`src/rtl/dmem_access_ctrl.sv`:
```
// dmem_access_ctrl: MEM-stage bridge to a variable-latency data memory bus.
// Decodes size into byte enables and lane-replicated store data, runs a
// req/ack handshake with a timeout, stalls the pipeline while the bus is
// busy and returns the load word right-aligned for the load-extension logic.
module dmem_access_ctrl #(
    parameter int TIMEOUT = 255,
    parameter int CNT_W   = 8
) (
    input  logic        clk,
    input  logic        rst_n,
    input  logic        req_valid,
    input  logic        req_wr,
    input  logic [31:0] req_addr,
    input  logic [2:0]  req_func3,
    input  logic [31:0] req_wdata,
    output logic        stall,
    output logic        rsp_valid,
    output logic [31:0] rsp_rdata,
    output logic        rsp_err,
    output logic        misalign,
    output logic        bus_req,
    output logic        bus_we,
    output logic [31:0] bus_addr,
    output logic [3:0]  bus_be,
    output logic [31:0] bus_wdata,
    input  logic        bus_ack,
    input  logic [31:0] bus_rdata
);

    typedef enum logic [1:0] {
        IDLE = 2'd0,
        BUSY = 2'd1,
        RESP = 2'd2
    } state_t;

    // Last counter value before a timeout fires; unused when TIMEOUT is 0.
    localparam bit              TO_EN   = (TIMEOUT != 0);
    localparam logic [CNT_W-1:0] TO_LAST = (TIMEOUT > 0) ? CNT_W'(TIMEOUT - 1) : {CNT_W{1'b0}};

    state_t           state_r;
    state_t           state_nxt_s;
    logic [CNT_W-1:0] cnt_r;
    logic             bus_req_r;
    logic             bus_we_r;
    logic [31:0]      bus_addr_r;
    logic [3:0]       bus_be_r;
    logic [31:0]      bus_wdata_r;
    logic [1:0]       addr_lo_r;
    logic             rsp_valid_r;
    logic [31:0]      rsp_rdata_r;
    logic             rsp_err_r;

    logic [3:0]       be_s;
    logic [31:0]      wdata_s;
    logic             size_bad_s;
    logic             accept_s;
    logic             timeout_s;
    logic             stall_s;
    logic             misalign_s;

    // Size decode: byte enables, lane-replicated store data, alignment check.
    always_comb begin
        be_s       = 4'b0000;
        wdata_s    = 32'h0000_0000;
        size_bad_s = 1'b0;
        case (req_func3[1:0])
            2'b00: begin
                be_s       = 4'b0001 << req_addr[1:0];
                wdata_s    = {4{req_wdata[7:0]}};
                size_bad_s = 1'b0;
            end
            2'b01: begin
                be_s       = 4'b0011 << req_addr[1:0];
                wdata_s    = {2{req_wdata[15:0]}};
                size_bad_s = req_addr[0];
            end
            2'b10: begin
                be_s       = 4'b1111;
                wdata_s    = req_wdata;
                size_bad_s = (req_addr[1:0] != 2'b00);
            end
            default: begin
                be_s       = 4'b0000;
                wdata_s    = 32'h0000_0000;
                size_bad_s = 1'b1;
            end
        endcase
    end

    // Next-state, stall and misalign decode; a misaligned request never leaves IDLE.
    always_comb begin
        state_nxt_s = state_r;
        accept_s    = 1'b0;
        timeout_s   = 1'b0;
        stall_s     = 1'b0;
        misalign_s  = 1'b0;
        case (state_r)
            IDLE: begin
                if (req_valid) begin
                    misalign_s  = size_bad_s;
                    accept_s    = !size_bad_s;
                    stall_s     = !size_bad_s;
                    state_nxt_s = size_bad_s ? IDLE : BUSY;
                end else begin
                    state_nxt_s = IDLE;
                end
            end
            BUSY: begin
                stall_s = 1'b1;
                // An ack on the final count wins over the timeout.
                if (bus_ack) begin
                    state_nxt_s = RESP;
                end else if (TO_EN && (cnt_r == TO_LAST)) begin
                    timeout_s   = 1'b1;
                    state_nxt_s = RESP;
                end else begin
                    state_nxt_s = BUSY;
                end
            end
            RESP: begin
                // req_valid still shows the completed instruction here.
                state_nxt_s = IDLE;
            end
            default: begin
                state_nxt_s = IDLE;
            end
        endcase
    end

    // State, bus request registers and response capture.
    always_ff @(posedge clk or negedge rst_n) begin
        if (!rst_n) begin
            state_r     <= IDLE;
            cnt_r       <= {CNT_W{1'b0}};
            bus_req_r   <= 1'b0;
            bus_we_r    <= 1'b0;
            bus_addr_r  <= 32'h0000_0000;
            bus_be_r    <= 4'b0000;
            bus_wdata_r <= 32'h0000_0000;
            addr_lo_r   <= 2'b00;
            rsp_valid_r <= 1'b0;
            rsp_rdata_r <= 32'h0000_0000;
            rsp_err_r   <= 1'b0;
        end else begin
            state_r <= state_nxt_s;
            case (state_r)
                IDLE: begin
                    rsp_valid_r <= 1'b0;
                    if (accept_s) begin
                        bus_req_r   <= 1'b1;
                        bus_we_r    <= req_wr;
                        bus_addr_r  <= {req_addr[31:2], 2'b00};
                        bus_be_r    <= be_s;
                        bus_wdata_r <= wdata_s;
                        addr_lo_r   <= req_addr[1:0];
                        cnt_r       <= {CNT_W{1'b0}};
                    end
                end
                BUSY: begin
                    if (bus_ack) begin
                        bus_req_r   <= 1'b0;
                        rsp_valid_r <= 1'b1;
                        rsp_err_r   <= 1'b0;
                        rsp_rdata_r <= bus_we_r ? 32'h0000_0000
                                                : (bus_rdata >> {addr_lo_r, 3'b000});
                    end else if (timeout_s) begin
                        bus_req_r   <= 1'b0;
                        rsp_valid_r <= 1'b1;
                        rsp_err_r   <= 1'b1;
                        rsp_rdata_r <= 32'h0000_0000;
                    end else begin
                        cnt_r <= cnt_r + CNT_W'(1);
                    end
                end
                RESP: begin
                    rsp_valid_r <= 1'b0;
                end
                default: begin
                    bus_req_r   <= 1'b0;
                    rsp_valid_r <= 1'b0;
                end
            endcase
        end
    end

    assign stall     = stall_s;
    assign misalign  = misalign_s;
    assign rsp_valid = rsp_valid_r;
    assign rsp_rdata = rsp_rdata_r;
    assign rsp_err   = rsp_err_r;
    assign bus_req   = bus_req_r;
    assign bus_we    = bus_we_r;
    assign bus_addr  = bus_addr_r;
    assign bus_be    = bus_be_r;
    assign bus_wdata = bus_wdata_r;

endmodule
```
`config.mk`:
```
export PLATFORM = sky130hd
export DESIGN_NAME = dmem_access_ctrl
export DESIGN_NICKNAME = d
export VERILOG_FILES = /design/src/rtl/dmem_access_ctrl.sv
export SDC_FILE = /design/constraint.sdc
export NUM_CORES = 1
export LEC_CHECK = 0
export ABC_AREA = 1
export CAP_MARGIN = 10
export CORE_ASPECT_RATIO = 0.8
export CORE_MARGIN = 5
export CORE_UTILIZATION = 45
export CTS_CLUSTER_SIZE = 30
export DETAILED_ROUTE_END_ITERATION = 16
export DONT_BUFFER_PORTS = 1
export PLACE_DENSITY = 0.57
export REMOVE_ABC_BUFFERS = 1
export SLEW_MARGIN = 0
export SYNTH_ARGS = -nofsm -noshare
export SYNTH_HDL_FRONTEND = slang
export SYNTH_SLANG_ARGS = --single-unit
export TNS_END_PERCENT = 1
```
`constraint.sdc`:
```
create_clock -name clk -period 2 [get_ports clk]
set_clock_uncertainty 0.05 [all_clocks]
set_input_delay 0.4 -clock clk [delete_from_list [all_inputs] [get_ports clk]]
set_output_delay 0.4 -clock clk [all_outputs]
set_load 0.03 [all_outputs]
```
==> summary.txt <==
Run status
  – Status: finished, violations left
  – Failing checks: hold timing

Floorplan
  – Num rows: 35
  – Overall die height: 107 um
  – Core Region: 11600 um^2
  – Starting Density: 0.462
  – I/O pins: 210
  – Die area: 14200 um^2
  – Die W: 132 um

Drt
  – Starting DRT DRC Count: 330
  – Router iterations before antenna repair: 5
  – Drt via density: 5.17
  – DRC Markers: 0
  – Wire length per cell: 16.5 um
  – Detailed Route WL: 14.0 mm
  – Via count: 4403
  – Antenna Nets Post-Route: 0

Synthesis
  – Simple-gate portion of the synthesized area: 0.324
  – Fraction of registers with async set or reset after synthesis: 1.00
  – Mapped Cells: 689
  – Ys Warns: 0
  – Mux contribution to synthesized area: 0
  – EDFF count, synth: 0
  – Post-synthesis sequential element count: 114
  – Compound-Gate Fraction of Synth Area: 0.0743
  – Post-synth top area share: 0.534
  – Cell with the most instances after synthesis: nand2_1
  – Yosys top cell by area: dfrtp_1
  – Most frequent cells after synthesis: 351 x nand2_1, 114 x dfrtp_1, 46 x nand3_1
  – XOR/XNOR share of the synthesized area: 0.00328
  – Post-Synth Adder-Cell Area: 0.00469
  – Distinct cell type count after synthesis: 28
  – Top post-synthesis cells by area: dfrtp_1 53%, nand2_1 25%, nand3_1 4.3%, o21ai_0 4.1%, nor2_1 1.9%
  – Largest family of logic cells by synthesized area: simple AND/OR/NAND/NOR gates
  – Main flop type after synthesis: dfrtp_1
  – Sequential area share after synthesis: 0.534
  – Mapped Avg Cell Area: 7.75 um^2
  – Post-Syn Area: 5340 um^2

STA
  – Fin crit period: 1910 ps
  – Slew headroom: 0.589
  – RSZ-0062 raised after global routing: false
  – Worst-margin pin slew: 614 ps
  – Slew Viols, Final: 0
  – Period utilisation layout: 0.954
  – WHS: -364 ps
  – Final setup viols: 0
  – Final hold vios: 114
  – FMAX: 524 MHz
  – Post-Route Setup TNS: 0 ps

CTS
  – H-tree depth: 4
  – Clock Tree Root: clkbuf_16
  – Num Clock Sinks: 114
  – CTS tree: built
  – CTS clk-pin slew, worst paths: 60 ps
  – Max clock buf depth: 2
  – Cts bufs inserted: 17
  – Worst skew pair latency: 400 ps

Pwr
  – Peak VDD IR: 659 uV
  – P per Cell Area: 1510 nW/um^2
  – P_leak: 3.18 nW

Place
  – DP Wirelength: 9.85 mm
  – Port bufs: 0
  – Gpl congestion: 0.775
  – DP Cell Count: 818

Setup path
  – Worst setup path class: reg -> out
  – Delay-heaviest family, CP: flip-flops
  – Data required time at the worst endpoint: 1550 ps
  – Worst Path Arrival: 1460 ps
  – Startpoint Class: register
  – Worst Setup SP: state_r[1]
  – Crit Reg-Reg Startpoint: state_r[1]
  – Bufs and invs on worst path: 2
  – Critical path peak fanout: 2
  – Largest stage delay, worst path: 420 ps
  – Critical path capture point type: primary output
  – Critical Path Slowest Stage Cell: dfrtp_1
  – Most used cell, CP: nand2_1
  – Crit-path cells: inv_2, nand2_1, nor2_2, nand2_4, nand2_1, buf_4

Hold path
  – Worst hold path class: in -> async

Finish
  – Layout Cells excl Fill: 851
  – # diodes: 0
  – Share of layout cells above drive strength 1: 0.0868
  – Fill cells: 1133
  – Final nets: 796
  – Area growth syn-to-layout: 13.3%

Run
  – Max Cap Violations: 0

Global route
  – All-layer global routing usage: 0.203
  – First-pass GRT wire length: 23.1 mm
  – Largest net degree at the start of global routing: 115
  – Number of global-route vias before repair: 4512
  – Initial antenna violation count: 0
  – Global route total overflow: 0
[per-stage QoR]
step                      utilization  cell area [um^2]  total power, mW  worst slack [ps]
after CTS                       0.523              6040             9.23              41.5
after global placement          0.473              5460             6.22               344
final                           0.523              6050             9.14              91.4
after detailed placement        0.473              5460             6.27               296
after floorplan                     -              5130             5.73              42.4
after global routing            0.523              6050             9.67              33.8
[per-layer routing]
metal / vias up / track usage / part of all wire
met1: 2031 / 0.247 / 0.41
met2: 190 / 0.318 / 0.46
met3: 16 / 0.0977 / 0.12
met5: - / 0 / 0
li1: 2166 / - / -
met4: 0 / 0.0698 / 0.013
[state kept, by name, indices dropped and copies added, names as in the netlist]
name	flops
cnt_r	8
rsp_valid	1
bus_req	1
bus_wdata	32
bus_addr	30
bus_we	1
bus_be	4
addr_lo_r	2
rsp_err	1
rsp_rdata	32
state_r	2
[kinds of logic (layout without fill, tap and decap cells)]
family,Yosys count,in the layout
AND/OR/NAND/NOR,433,433
flip-flops,114,114
AO/OA/AOI/OAI,73,73
buffers and inverters,64,77
adder cells (fa/ha/maj),2,2
XOR/XNOR,2,2
other,1,2
[where the power goes]
group	total, mW	internal (mW)	leakage, nW	switching (mW)
logic	1.31	0.497	1.44	0.814
registers	4.90	2.98	1.46	1.92
clock network	2.93	1.74	0.274	1.19
total	9.14	5.22	3.18	3.92
[final cells by class]
cell class	count	area, um^2	area share
tap	148	185	0.0306
timing repair buffer	17	153	0.0252
sequential	114	2850	0.472
inverter	28	105	0.0174
multi-input combinational	512	2180	0.360
clock inverter	15	148	0.0244
clock buffer	17	425	0.0703
[repair_timing]
| item | CTS | global route |
|---|---|---|
| resized for setup | 0 | 1 |
| pin swaps | 1 | 0 |
| setup endpoints to repair | 1 | 1 |
| setup buffers | 1 | 0 |
| endpoints found under the hold margin | 114 | 114 |
[cells in the final DEF, fill, tap and decap left out]
cell type     n
a31oi_1       1
nand2_2       2
inv_8         1
o21ai_1       6
clkinv_2      1
buf_12        2
nand2_1     351
o31ai_1       1
nor2_1       26
dfrtp_1     114
nor3b_1       1
nand3_1      46
a21boi_0      2
inv_2         5
inv_1        22
nor2_2        1
conb_1        2
clkinv_1      1
a21oi_1      10
o21bai_1      1
clkinv_4      3
clkbuf_16    17
ha_1          2
bufinv_16     1
xor2_1        2
buf_4        15
nor3_1        2
nor3_4        1
o21ai_0      44
inv_6         6
nand2_4       1
nor2_4        2
o211ai_1      8
clkinvlp_4    3
[worst paths after layout]
path	to	slack, ps	depth (start not counted)
worst max-delay path	stall	90	6
worst min-delay path	rsp_rdata[5]	-360	0
worst max register to register	cnt_r[7]	270	9
worst min register to register	cnt_r[7]	480	2
max in group asynchronous	rsp_rdata[9]	2050	0
min in group clk	rsp_err	40	1
Note: power is estimated with default switching activity, not from simulation.
